===== src/rtl/normalize_round.sv =====
// rtl/normalize_round.sv - post-add normalizer, round-to-nearest-even and IEEE-754 packer
// Three-stage elastic pipeline: S1 leading-zero detect, S2 shift/exponent adjust, S3 round/pack.
module normalize_round #(
   parameter int N   = 23,
   parameter int EXP = 8
) (
   input  logic             clk,
   input  logic             rst,
   input  logic             in_valid,
   output logic             in_ready,
   input  logic             in_sign,
   input  logic [EXP-1:0]   in_exp,
   input  logic [N+1:0]     in_mant,
   input  logic             in_r,
   input  logic             in_s,
   output logic             out_valid,
   input  logic             out_ready,
   output logic [EXP+N:0]   out_result,
   output logic             out_overflow,
   output logic             out_underflow
);
   localparam int LW = $clog2(N + 2);
   localparam int EW = EXP + 2;
   localparam logic signed [EW-1:0] EXP_INF = {2'b00, {EXP{1'b1}}};

   logic s1_load, s2_load, s3_load;

   logic           s1_valid, s1_sign, s1_r, s1_s, s1_zero;
   logic [EXP-1:0] s1_exp;
   logic [N+1:0]   s1_mant;
   logic [LW-1:0]  s1_lzc;

   logic                 s2_valid, s2_sign, s2_r, s2_s, s2_zero;
   logic signed [EW-1:0] s2_exp;
   logic [N:0]           s2_mant;

   assign s3_load  = !out_valid | out_ready;
   assign s2_load  = !s2_valid | s3_load;
   assign s1_load  = !s1_valid | s2_load;
   assign in_ready = s1_load;

   // Highest set bit wins; an all-zero field reports N+1 so R can be pulled up to the hidden bit.
   logic [LW-1:0] lzc;
   always_comb begin
      lzc = LW'(N + 1);
      for (int i = 0; i <= N; i++)
         if (in_mant[i]) lzc = LW'(N - i);
   end

   logic [N+1:0]         shifted;
   logic [N:0]           s2_mant_d;
   logic                 s2_r_d, s2_s_d;
   logic signed [EW-1:0] s2_exp_d;
   always_comb begin
      shifted = {s1_mant[N:0], s1_r} << s1_lzc;
      if (s1_mant[N+1]) begin
         s2_mant_d = s1_mant[N+1:1];
         s2_r_d    = s1_mant[0];
         s2_s_d    = s1_r | s1_s;
         s2_exp_d  = {2'b00, s1_exp} + EW'(1);
      end else begin
         // R rides along as bit -1 of the left shift; zeros follow it, so R' ends up 0 whenever lzc>0.
         {s2_mant_d, s2_r_d} = shifted;
         s2_s_d    = s1_s;
         s2_exp_d  = {2'b00, s1_exp} - {{(EW-LW){1'b0}}, s1_lzc};
      end
   end

   logic                 round_up, ovf_d, unf_d;
   logic [N:0]           frac_sum;
   logic signed [EW-1:0] exp_f;
   logic [EXP+N:0]       result_d;
   always_comb begin
      round_up = s2_r & (s2_s | s2_mant[0]);
      frac_sum = {1'b0, s2_mant[N-1:0]} + {{N{1'b0}}, round_up};
      exp_f    = s2_exp + {{(EW-1){1'b0}}, frac_sum[N]};
      result_d = {s2_sign, {(EXP+N){1'b0}}};
      ovf_d    = 1'b0;
      unf_d    = 1'b0;
      if (!s2_zero) begin
         // A missing hidden bit means only sticky residue survived; too small to represent.
         if (!s2_mant[N] || exp_f <= 0) begin
            unf_d = 1'b1;
         end else if (exp_f >= EXP_INF) begin
            result_d = {s2_sign, {EXP{1'b1}}, {N{1'b0}}};
            ovf_d    = 1'b1;
         end else begin
            result_d = {s2_sign, exp_f[EXP-1:0], frac_sum[N-1:0]};
         end
      end
   end

   always_ff @(posedge clk or posedge rst) begin
      if (rst) begin
         s1_valid      <= 1'b0;
         s1_sign       <= 1'b0;
         s1_exp        <= '0;
         s1_mant       <= '0;
         s1_r          <= 1'b0;
         s1_s          <= 1'b0;
         s1_zero       <= 1'b0;
         s1_lzc        <= '0;
         s2_valid      <= 1'b0;
         s2_sign       <= 1'b0;
         s2_exp        <= '0;
         s2_mant       <= '0;
         s2_r          <= 1'b0;
         s2_s          <= 1'b0;
         s2_zero       <= 1'b0;
         out_valid     <= 1'b0;
         out_result    <= '0;
         out_overflow  <= 1'b0;
         out_underflow <= 1'b0;
      end else begin
         if (s1_load) begin
            s1_valid <= in_valid;
            if (in_valid) begin
               s1_sign <= in_sign;
               s1_exp  <= in_exp;
               s1_mant <= in_mant;
               s1_r    <= in_r;
               s1_s    <= in_s;
               s1_zero <= (in_mant == '0) & !in_r & !in_s;
               s1_lzc  <= lzc;
            end
         end
         if (s2_load) begin
            s2_valid <= s1_valid;
            if (s1_valid) begin
               s2_sign <= s1_sign;
               s2_exp  <= s2_exp_d;
               s2_mant <= s2_mant_d;
               s2_r    <= s2_r_d;
               s2_s    <= s2_s_d;
               s2_zero <= s1_zero;
            end
         end
         if (s3_load) begin
            out_valid <= s2_valid;
            if (s2_valid) begin
               out_result    <= result_d;
               out_overflow  <= ovf_d;
               out_underflow <= unf_d;
            end
         end
      end
   end
endmodule


===== config.mk =====
export PLATFORM = sky130hd
export DESIGN_NAME = normalize_round
export DESIGN_NICKNAME = d
export VERILOG_FILES = /design/src/rtl/normalize_round.sv
export SDC_FILE = /design/constraint.sdc
export NUM_CORES = 1
export LEC_CHECK = 0
export ABC_AREA = 1
export BUFFER_PORTS_ARGS = -buffer_cell sky130_fd_sc_hd__buf_2
export CELL_PAD_IN_SITES_DETAIL_PLACEMENT = 0
export CELL_PAD_IN_SITES_GLOBAL_PLACEMENT = 1
export CORE_MARGIN = 5
export CORE_UTILIZATION = 47
export DETAILED_ROUTE_END_ITERATION = 10
export PLACE_DENSITY_LB_ADDON = 0.1
export SLEW_MARGIN = 30
export SYNTH_ARGS = -nofsm -noshare
export SYNTH_HDL_FRONTEND = slang
export SYNTH_SLANG_ARGS = --single-unit
export TNS_END_PERCENT = 20

===== constraint.sdc =====
create_clock -name clk -period 6.8 [get_ports clk]
set_input_delay 0 -clock clk [delete_from_list [all_inputs] [get_ports clk]]
set_output_delay 0 -clock clk [all_outputs]
set_load 0.03 [all_outputs]

==> flow_summary_export.csv <==
group,metric,value,unit
status,status,"completed",
logic_synthesis,synth_area_per_cell,7.41,um^2
placement,routabilityCongestion,0.876,
final_layout,syn2layout_area_growth,22.2,%
timing,fin_crit_sh,66.4,%
final_layout,nFillCells,1408,
power_and_ir_drop,ir_drop,0.175,mV
critical_path,crit_path_max_fanout,20,
floorplan,die_area,17200,um^2
critical_path,path_class,"flop to flop",
clocking,insertion_delay,0.42,ns
routing,first_iter_violations,445,
timing,fin_crit,4.51,ns
logic_synthesis,muxShareOfSynthArea,0.582,%
global_routing,grt-ovfl-total,0,
critical_path,startpoint,"s2_mant[0]",
global_routing,grt_pass1_vias,5932,
critical_path,critPathMaxStageDelay,0.46,ns
timing,holdWs,0.107,ns
routing,wl_per_cell,14.9,um
timing,hold_viol,0,
floorplan,coreArea,14400,um^2
critical_path,crit_required,7.06,ns
logic_synthesis,synth_nets,979,
floorplan,io_pins,76,
critical_path,cp.arrival,4.78,ns
global_routing,antenna_found_initial,0,
logic_synthesis,ys_seq_elements,117,
worst_hold_path,hp-class,"primary input to flop",
critical_path,worstReg2RegStart,"s2_mant[0]",
power_and_ir_drop,power.density,371,nW/um^2
critical_path,endpoint_kind,"flop",
clocking,cts-htree-levels,4,
logic_synthesis,yosysUniqueCellTypes,51,
logic_synthesis,yosys.area.top_type_share,42.6,%
clocking,cts_resized,0,
timing,finalSetupViolCount,0,
logic_synthesis,synth_xor_area_share,2.42,%
clocking,cts_tree,"yes",
power_and_ir_drop,p_leak,4.06,nW
placement,dp_hpwl,13100,um
floorplan,start_util,47.7,%
critical_path,critPathLaunchType,"flop",
logic_synthesis,yosysWarningCount,0,
critical_path,crit_top_cell,"inv_2",
routing,avgViaCountPerCell,5.24,
logic_synthesis,synth_compound_area_share,19.3,%
routing,wl,18200,um
routing,antenna_left,0,
logic_synthesis,synthFlopType,"dfrtp_1",
clocking,clk_pin_slew,0.05,ns
routing,drc,0,
critical_path,crit_slowest_cell,"nand2_1",
final_layout,final_util,58.3,%
logic_synthesis,synthAdderAreaFrac,2.11,%
job,max-cap-violations,0,
logic_synthesis,async_flop_share,100,%
timing,maxSlewHeadroom,39.4,%
clocking,numCtsBuffers,17,
placement,port_buffers,75,
clocking,cts_sinks,117,
clocking,clk_path_buf_depth,2,
logic_synthesis,synthSimpleGateAreaFrac,25.0,%
global_routing,grt_first_pass_wirelength,30000,um
floorplan,chipHeight,131,um
logic_synthesis,yosys-top-cells-area,"dfrtp_1, nand2_1, o21ai_0",
timing,worst_slew_pin_slew,0.909,ns
worst_hold_path,hold_start,"in_valid",
final_layout,nets,1074,
logic_synthesis,synth_edf_count,0,
final_layout,drive_gt1_share,13.2,%
logic_synthesis,synth_seq_area_share,42.6,%
floorplan,num_rows,44,
timing,maxSlewViolCount,0,
logic_synthesis,syn_area,6880,um^2
routing,first_pass_iters,5,
timing,final.setup.tns,0,ns
logic_synthesis,yosysTopAreaCell,"dfrtp_1",
timing,rsz0062_at_grt,"false",
floorplan,die_w,131,um
global_routing,gr-usage-all-layers,22.2,%
timing,skew,0.0135,ns
final_layout,antenna_cells,0,
logic_synthesis,synth_top_family_by_area,"simple AND/OR/NAND/NOR gates",
timing,fmax,222,MHz
logic_synthesis,netlist_instances,928,
clocking,cts-root-buf,"clkbuf_16",
routing,vias,6390,
global_routing,grt_max_degree,69,
## repair_timing
item / 4_1_cts / 5_1_grt
hold buffers: 39 / 0
setup buffers: 0 / 0
endpoints found under the setup margin: 0 / 0
hold endpoints to repair: 92 / 0
## placed cells by master, fill, tap and decap left out, types with 3 or more instances in the layout
master / instances
o22ai_1: 7
o311ai_0: 3
o31ai_2: 3
a22oi_1: 11
o21ai_1: 7
o211ai_1: 8
o32ai_1: 3
dfrtp_1: 117
clkinv_1: 3
mux2i_1: 4
bufinv_16: 3
xnor2_1: 5
o21ai_0: 121
inv_1: 91
ha_1: 10
nand3_1: 36
xor2_1: 14
nor4_1: 6
buf_2: 75
a21oi_1: 42
nand3_2: 3
a32o_1: 4
nor2_1: 53
buf_4: 6
a31oi_1: 7
clkbuf_16: 17
clkbuf_8: 6
inv_2: 5
nor2_2: 4
nand4_1: 8
nand3b_1: 3
nor3_1: 14
nand2_1: 263
dlygate4sd3_1: 39
## area by class of cell
class                      instances  area (um^2)  share of cell area (%)
multi-input combinational        666         3400                    40.5
timing repair buffer             121          838                    9.97
tap                              184          230                    2.74
inverter                         100          378                    4.49
sequential                       117         2930                    34.8
clock buffer                      25          515                    6.13
clock inverter                     7          116                    1.38
## metrics by stage
step,area [um^2],setup slack [ns],power (W),std cells
2_1_floorplan,6880,3.07,0.00185,928
3_3_place_gp,7360,2.44,0.00216,1148
3_5_place_dp,7360,2.29,0.00217,1148
4_1_cts,8380,2.24,0.00314,1219
5_1_grt,8410,1.70,0.00333,1220
6_report,8410,2.29,0.00312,1220
## power breakdown
part	internal (W)	leakage, nW	total (W)	switching, W
Clock	0.000634	0.309	0.000946	0.000311
Sequential	0.000913	1.46	0.00109	0.000181
Combinational	0.000354	2.29	0.00108	0.000728
Total	0.00190	4.06	0.00312	0.00122
## registers in the layout (all words and copies together), names as in the netlist, 5 cells and up
register / cells
s2_mant: 24
s1_mant: 25
s1_exp: 8
s1_lzc: 5
s2_exp: 10
out_result: 32
## worst paths after layout
path	cells past startpoint	end	slack, ns
max	29	out_result[6]	2.29
min	4	s1_valid	0.11
max reg2reg	29	out_result[6]	2.29
min reg2reg	2	out_result[29]	0.48
max in group asynchronous	5	s2_mant[19]	5.57
min in group asynchronous	3	out_result[19]	0.22
## synthesized netlist by cell type (3+ instances only)
cell type  count
nand3_2        3
inv_1         92
a32o_1         4
mux2i_1        4
o21ai_1        7
nand3b_1       3
nand2_1      264
o211ai_1       8
o31ai_2        3
dfrtp_1      117
o311ai_0       3
nor4_1         6
a21oi_1       42
nor2_1        53
a31oi_1        7
xor2_1        14
o21ai_0      121
o32ai_1        3
inv_2          5
nand3_1       36
clkbuf_1      34
a22oi_1       11
nor2_2         4
ha_1          10
o22ai_1        7
nand4_1        8
buf_1          7
clkinv_1       3
buf_2          3
nor3_1        14
xnor2_1        5
## logic make-up after synthesis
kind of cell    Yosys count
xor+xnor                 19
simple gates            403
compound gates          229
mux                       4
buf+inv                 145
flops                   117
fa+ha+maj                11
## metal layers
layer  vias up  global-route usage, %  part of all wire, %
met5         -                      0                    0
met4         0                   7.74                  1.9
met3        25                   4.23                  5.1
met2       167                   32.1                   43
met1      2906                   33.1                   50
li1       3292                      -                    -
## worst max-delay path, delay by kind of cell, from the launching register on
family | cells | cell delay [ns]
fa+ha+maj | 3 | 0.61
flops | 1 | 0.37
buf+inv | 5 | 0.33
compound gates | 2 | 0.29
simple gates | 18 | 2.62
xor+xnor | 1 | 0.14
No activity file was read; power rests on OpenSTA's default activity.
